## config.mk

```make
export PLATFORM = sky130hd
export DESIGN_NAME = switch_out_port_q
export DESIGN_NICKNAME = d
export VERILOG_FILES = /design/src/rtl/switch_out_port_q.sv
export SDC_FILE = /design/constraint.sdc
export NUM_CORES = 1
export LEC_CHECK = 0
export BUFFER_PORTS_ARGS = -buffer_cell sky130_fd_sc_hd__buf_2
export CAP_MARGIN = 20
export CORE_UTILIZATION = 55
export DETAILED_ROUTE_END_ITERATION = 8
export PLACE_DENSITY = 0.82
export SKIP_CTS_REPAIR_TIMING = 1
export SYNTH_ARGS = -nofsm -noshare
export SYNTH_HDL_FRONTEND = slang
export SYNTH_SLANG_ARGS = --single-unit
```

## constraint.sdc

```tcl
create_clock -name clk -period 3 [get_ports clk]
set_clock_uncertainty 0.05 [all_clocks]
set_input_delay 0.15 -clock clk [delete_from_list [all_inputs] [get_ports clk]]
set_output_delay 0.15 -clock clk [all_outputs]
set_load 0.01 [all_outputs]
```

## src/rtl/switch_out_port_q.sv

```systemverilog
// Per-egress-port FIFO stage between the switch fabric and the port consumers.
// Optional per-port full-drop counters are enabled with SWITCH_OUT_DROP_CNT_EN.
module switch_out_port_q #(
    parameter int N_PORTS = 4,
    parameter int DATA_W  = 8,
    parameter int DEPTH   = 8,
    parameter int PORT_W  = $clog2(N_PORTS),
    parameter int CNT_W   = $clog2(DEPTH + 1)
) (
    input  logic                       clk,
    input  logic                       rst,
    input  logic                       in_valid,
    input  logic [PORT_W-1:0]          in_port,
    input  logic [DATA_W-1:0]          in_data,
    output logic                       in_drop,
    output logic [N_PORTS-1:0]         port_full,
    output logic [N_PORTS*CNT_W-1:0]   port_level,
    output logic [N_PORTS*DATA_W-1:0]  port_out,
`ifdef SWITCH_OUT_DROP_CNT_EN
    output logic [N_PORTS*16-1:0]      drop_cnt,
`endif
    output logic [N_PORTS-1:0]         port_ready,
    input  logic [N_PORTS-1:0]         port_read
);

    localparam int PTR_W = $clog2(DEPTH);
    localparam logic [PORT_W:0] N_PORTS_V = (PORT_W + 1)'(N_PORTS);

    logic [DATA_W-1:0] mem    [N_PORTS][DEPTH];
    logic [PTR_W-1:0]  wr_ptr [N_PORTS];
    logic [PTR_W-1:0]  rd_ptr [N_PORTS];
    logic [CNT_W-1:0]  level  [N_PORTS];

    logic [N_PORTS-1:0] wr_hit;
    logic [N_PORTS-1:0] rd_hit;
    logic [N_PORTS-1:0] full_drop;
    logic               in_range;

    assign in_range = {1'b0, in_port} < N_PORTS_V;

    always_comb begin
        port_full  = '0;
        port_ready = '0;
        for (int p = 0; p < N_PORTS; p++) begin
            port_full[p]  = (level[p] == CNT_W'(DEPTH));
            port_ready[p] = (level[p] != '0);
        end
    end

    // Full is the pre-edge value, so a write to a full port is dropped even if it is popped now.
    always_comb begin
        wr_hit    = '0;
        rd_hit    = '0;
        full_drop = '0;
        for (int p = 0; p < N_PORTS; p++) begin
            full_drop[p] = in_valid && in_range && (in_port == PORT_W'(p)) && port_full[p];
            wr_hit[p]    = in_valid && in_range && (in_port == PORT_W'(p)) && !port_full[p];
            rd_hit[p]    = port_read[p] && port_ready[p];
        end
    end

    always_ff @(posedge clk) begin
        for (int p = 0; p < N_PORTS; p++) begin
            if (wr_hit[p]) mem[p][wr_ptr[p]] <= in_data;
        end
    end

    always_ff @(posedge clk or posedge rst) begin
        if (rst) begin
            in_drop <= 1'b0;
            for (int p = 0; p < N_PORTS; p++) begin
                wr_ptr[p] <= '0;
                rd_ptr[p] <= '0;
                level[p]  <= '0;
            end
        end else begin
            in_drop <= in_valid && (!in_range || (|full_drop));
            for (int p = 0; p < N_PORTS; p++) begin
                if (wr_hit[p]) wr_ptr[p] <= wr_ptr[p] + PTR_W'(1);
                if (rd_hit[p]) rd_ptr[p] <= rd_ptr[p] + PTR_W'(1);
                case ({wr_hit[p], rd_hit[p]})
                    2'b10:   level[p] <= level[p] + CNT_W'(1);
                    2'b01:   level[p] <= level[p] - CNT_W'(1);
                    default: level[p] <= level[p];
                endcase
            end
        end
    end

    always_comb begin
        port_level = '0;
        port_out   = '0;
        for (int p = 0; p < N_PORTS; p++) begin
            port_level[p*CNT_W +: CNT_W] = level[p];
            if (port_ready[p]) port_out[p*DATA_W +: DATA_W] = mem[p][rd_ptr[p]];
        end
    end

`ifdef SWITCH_OUT_DROP_CNT_EN
    logic [15:0] dcnt [N_PORTS];

    always_ff @(posedge clk or posedge rst) begin
        if (rst) begin
            for (int p = 0; p < N_PORTS; p++) dcnt[p] <= '0;
        end else begin
            for (int p = 0; p < N_PORTS; p++) begin
                if (full_drop[p] && (dcnt[p] != 16'hFFFF)) dcnt[p] <= dcnt[p] + 16'd1;
            end
        end
    end

    always_comb begin
        drop_cnt = '0;
        for (int p = 0; p < N_PORTS; p++) drop_cnt[p*16 +: 16] = dcnt[p];
    end
`endif

endmodule

```

# Yosys cells after proc, flatten, opt, wreduce, memory -nomap -nowiden
# Memories as Yosys holds them, arrays and structs flattened.
# Cells that the tools add are included.
[word_totals] in_bits=17 memories=1 ramBits=256 wordCells=148 ff_bits=41 output_inout_bits=57
[op_classes] n_addsub=16 n_mux=45 bitwise=8 reduce_logical=38 n_lt_le_gt_ge=12 n_eq_ne=15
[mem_list] memory="mem" words=4 width=64 read_ports=4 rd_clocked_by_memory_dff=0 wr=1 line="29" source="logic [DATA_W-1:0] mem [N_PORTS][DEPTH];"
[ops] operator="64-bit two-way mux" n=10
[ops] operator="64-bit OR reduction" n=3
[ops] operator="8-bit two-way mux" n=16
[ops] operator="8-bit binary-select mux with 3-bit select" n=4
[ops] operator="8-bit demux with 3-bit select" n=4
[ops] operator="4-bit >= comparator (second input constant)" n=8
[ops] operator="3-bit NOT with 4-bit output" n=8
[ops] operator="4-bit case mux with 2 select lines" n=4
[ops] operator="3-bit by 1-bit adder with 3-bit output (second input constant)" n=8
[ops] operator="1-bit logical AND" n=21
[ops] operator="4-bit by 1-bit adder with 4-bit output (second input constant)" n=4
[ops] operator="4-bit equality test (second input constant)" n=4
[ops] operator="4-bit by 1-bit < comparator with 1-bit output (second input constant)" n=4
[ops] operator="4-bit nonzero test" n=4
[ops] operator="4-bit by 1-bit subtractor with 4-bit output (second input constant)" n=4
[ops] operator="2-bit equality test (second input constant)" n=6
[ops] operator="2-bit by 1-bit equality test with 1-bit output (second input constant)" n=5
[ops] operator="2-bit nonzero test" n=4
[ops] operator="2-bit two-way mux" n=3
[ops] operator="1-bit zero test" n=4
[ops] operator="1-bit two-way mux" n=4
[ops] operator="4-bit OR reduction" n=1
[ops] operator="2-bit zero test" n=1

# Longest topological paths before layout
[logic_depth] depth_word=10 mapped_depth=12 mapped_depth_nobuf=10

# Least setup slack after synthesis
# OpenSTA, ideal clock, no wires.
[synth_timing] path_type="register to register" startpoint="reg level (netlist bit port_level[14])" endpoint="reg level (netlist bit port_level[14])" t_arrival_ns=2.577 setup_time_ns=0.125 stages_incl_launch_ff=12 n_path_buf=1 t_required_ns=2.825 slack_ns=0.247 synth_period_minus_slack_ns=2.753 path_cell_list="dfrtp_1 clkbuf_2 nor4b_1 nor3b_2 inv_2 ha_1 xor2_1 ha_1 a21oi_1 xor2_1 nor2_1 xor2_1"
[synth_via] elab_chain_len=5 word_cells_on_any_way=11 cone_classes="2 x add/sub; 3 x eq/ne; 1 x mux; 5 x reduce/logical"
[synth_lines] element="start: declaration" line="32" source="logic [CNT_W-1:0] level [N_PORTS];"
[synth_lines] element="start signal: indexed assignment" line="82" source="2'b10: level[p] <= level[p] + CNT_W'(1);"
[synth_lines] element="start signal: indexed assignment" line="83" source="2'b01: level[p] <= level[p] - CNT_W'(1);"
[synth_lines] element="start signal: indexed assignment" line="84" source="default: level[p] <= level[p];"
[synth_lines] element="4-bit equality test *" line="45" source="port_full[p] = (level[p] == CNT_W'(DEPTH));"
[synth_lines] element="net port_full[3]" line="16" source="output logic [N_PORTS-1:0] port_full,"
[synth_lines] element="1-bit zero test *" line="57" source="wr_hit[p] = in_valid && in_range && (in_port == PORT_W'(p)) && !port_full[p];"
[synth_lines] element="1-bit logical AND *" line="57"
[synth_lines] element="2-bit by 1-bit equality test with 1-bit output or 2-bit equality test (tied branches)" line="81" source="case ({wr_hit[p], rd_hit[p]})"
[synth_lines] element="4-bit case mux with 2 select lines or 2-bit nonzero test (tied branches)"
# Mark *: on every way through the listed nets, which the timed path passes. The rest lies on a longest branch.
# A chain may end at the register's enable or synchronous reset.

# Worst setup path in the final report
[layout_timing] startpoint="reg level (netlist bit port_level[0])" endpoint="reg level (netlist bit port_level[2])"
[layout_via] elab_chain_len=5 word_cells_on_any_way=11 cone_classes="2 x add/sub; 3 x eq/ne; 1 x mux; 5 x reduce/logical"
[layout_lines] element="4-bit equality test" line="45"
[layout_lines] element="1-bit zero test" line="57"
[layout_lines] element="1-bit logical AND" line="57"
[layout_lines] element="2-bit by 1-bit equality test with 1-bit output or 2-bit equality test (tied branches)" line="81"
[layout_lines] element="4-bit case mux with 2 select lines or 2-bit nonzero test (tied branches)"
# Several ways; a longest one is shown, not always the timed one.

==> impl_metrics.csv <==
group,metric,value,unit
sta,max-slew-margin-rel,37.7,%
final_layout,antennaDiodeCount,0,
place,gp_congestion,0.785,
critical_path,endpoint_kind,"flop",
synth,yosysMostFrequentCell,"edfxtp_1",
power,p_comb_share,29.0,%
synth,syn_area,0.0122,mm2
power,p_leak,4.96,nW
sta,setup_total_negative_slack,0,ns
synth,syn_nets,697,
floorplanning,start_util,56.0,%
drt,first_iter_violations,498,
final_layout,num-nets-final,798,
floorplanning,ios,74,
cts,cts_root_buffer,"clkbuf_16",
global_route,track_usage,22.2,%
place,dp_hpwl,15.2,mm
critical_path,endpoint,"port_level[2]",
cts,path_clk_slew,0.06,ns
synth,synth_cell_types,41,
global_route,grt_antenna_before_repair,0,
sta,fin_crit,2.80,ns
synth,synthCells,660,
synth,async_flop_share,13.8,%
critical_path,startpoint,"port_level[0]",
critical_path,rrSetupSlack,0.20,ns
power,p_int,9.21,mW
synth,synth_top_cell_area_share,62.9,%
cts,numCtsBuffers,29,
final_layout,drive_gt1_share,29.0,%
synth,synth_edf_count,256,
synth,synth_ff_type,"edfxtp_1",
floorplanning,design.core.area,0.0218,mm2
power,ir_drop,0.666,mV
place,port_buffers,73,
global_route,grt_first_pass_wirelength,36.7,mm
drt,vias_per_cell,5.90,
synth,ys_seq_elements,297,
critical_path,timing.rr.end,"port_level[2]",
drt,ant_nets,0,
sta,setup_viol,0,
synth,yosysWarnings,0,
drt,wirelength,24.5,mm
power,clkPwrFrac,28.2,%
place,dpl_cell_area,0.0129,mm2
global_route,grt-ovfl-total,0,
final_layout,post-route-util,64.2,%
cts,cts_tree,"done",
cts,max-clock-path-buffers,3,
sta,grt_setup_unrepaired,"false",
drt,firstDrtPassIters,5,
sta,tightest_slew,0.931,ns
critical_path,path_max_fanout,7,
synth,yosys.area.top_type,"edfxtp_1",
job,cap_violations,0,
final_layout,syn_to_final_growth,14.5,%
drt,drc,0,
power,p_sw,4.09,mW
cts,clock_sinks,297,
sta,final_max_slew_viol_count,0,
sta,post-route-period-util,93.5,%
power,netSwitchingFraction,30.8,%
drt,num_vias,6275,
critical_path,critPathLaunchType,"flop",
floorplanning,std_cell_rows,54,
run_status,status,"finished clean",
global_route,grt_max_degree,42,
sta,fin_hold_ws,0.0116,ns
floorplanning,die_w,151,um
power,seq_power_share,42.8,%
sta,hold_violations,0,
synth,synth_common_cells,"edfxtp_1, mux4_2, nor2_1",
critical_path,reg2reg_from,"port_level[0]",
cts,htree_levels,1,
critical_path,required,3.36,ns
min_path,min_path_type,"input pin to flop",
sta,max_freq,357,MHz
synth,avgSynthCellArea,18.5,um2
drt,post_drt_wl_per_cell,23.0,um
final_layout,final_area,0.0140,mm2
floorplanning,die_area,0.0228,mm2
cts,clk_latency,0.54,ns
synth,yosysSeqAreaShare,71.3,%
global_route,first_global_vias,6457,
critical_path,critPathKind,"flop to flop",
floorplanning,die_h,151,um
power,power.density,950,mW/mm2
synth,yosys-top-cells-area,"edfxtp_1, mux4_2, dfrtp_1",
critical_path,worstPathArrival,3.17,ns
power,power,13.3,mW
critical_path,rr_worst_depth,10,
## flip-flops by register name (all words and copies together) (netlist names)
name        cells
mem           256
wr_ptr         12
port_level     16
in_drop         1
rd_ptr         12
## routing by layer
layer  GRT usage (%)  up-vias  part of all wire (%)
li1                -     2759                     -
met1            28.7     3214                    40
met2            38.2      248                    51
met3            3.28       54                   5.8
met4            8.60        0                   3.3
met5               0        -                     0
## placed cells by master (no fill, tap or decap), types with 10 or more instances in the layout
cell type	count
mux4_2	64
xnor2_1	16
clkbuf_16	29
ha_1	20
dfrtp_1	41
edfxtp_1	256
buf_4	23
mux2i_1	32
nand2_1	29
buf_2	75
nor2_1	60
nor3_1	10
nand2b_1	12
xor2_1	19
## power by group through the flow
| stage | clock network, mW | registers, mW | logic [mW] |
|---|---|---|---|
| 6_report | 3.75 | 5.70 | 3.85 |
| 4_1_cts | 3.79 | 5.69 | 3.89 |
| 5_1_grt | 3.92 | 5.76 | 4.20 |
| 3_3_place_gp | 0 | 5.68 | 3.72 |
| 3_5_place_dp | 0 | 5.76 | 3.86 |
| 2_1_floorplan | 0 | 5.33 | 3.04 |
## how the worst min path moves through the flow
stage	depth (start not counted)	start	slack [ns]	end
after floorplan	0	in_data[0]	0.20	mem[0][0]
after global placement	2	rst	0.35	port_level[14]
after detailed placement	2	rst	0.39	port_level[0]
after CTS	2	rst	-0.17	wr_ptr[11]
after global routing	3	port_read[0]	0.04	rd_ptr[9]
final	3	port_read[2]	0.01	rd_ptr[3]
## stage by stage
step / std cells / setup slack, ns
2_1_floorplan: 660 / 0.247
3_3_place_gp: 1002 / 0.311
3_5_place_dp: 1004 / 0.195
4_1_cts: 1057 / 0.176
5_1_grt: 1063 / 0.00652
6_report: 1063 / 0.195
## cell families after synthesis
family | synth area share (%)
xor+xnor | 2.51
compound gates | 0.931
flops | 71.3
mux | 15.4
fa+ha+maj | 2.05
simple gates | 6.05
buf+inv | 1.78
## final cells by class
cell class / instances / area (um2)
multi-input cells: 318 / 3300
clock buffers: 40 / 807
flip-flops and latches: 297 / 8710
fillers: 1472 / 7820
clock inverters: 13 / 186
inverters: 12 / 45.0
well taps: 280 / 350
repair buffers: 103 / 606
## critical path, stage by stage, from the launching register on
cell and delay [ns]:
dfrtp_1 0.47, or4b_2 0.71, and3_4 0.21, inv_1 0.11, ha_1 0.28, xor2_1 0.10
ha_1 0.19, a21oi_1 0.16, xor2_1 0.17, nor2_1 0.07, xor2_1 0.15
Power figures use the tool's default switching activity.
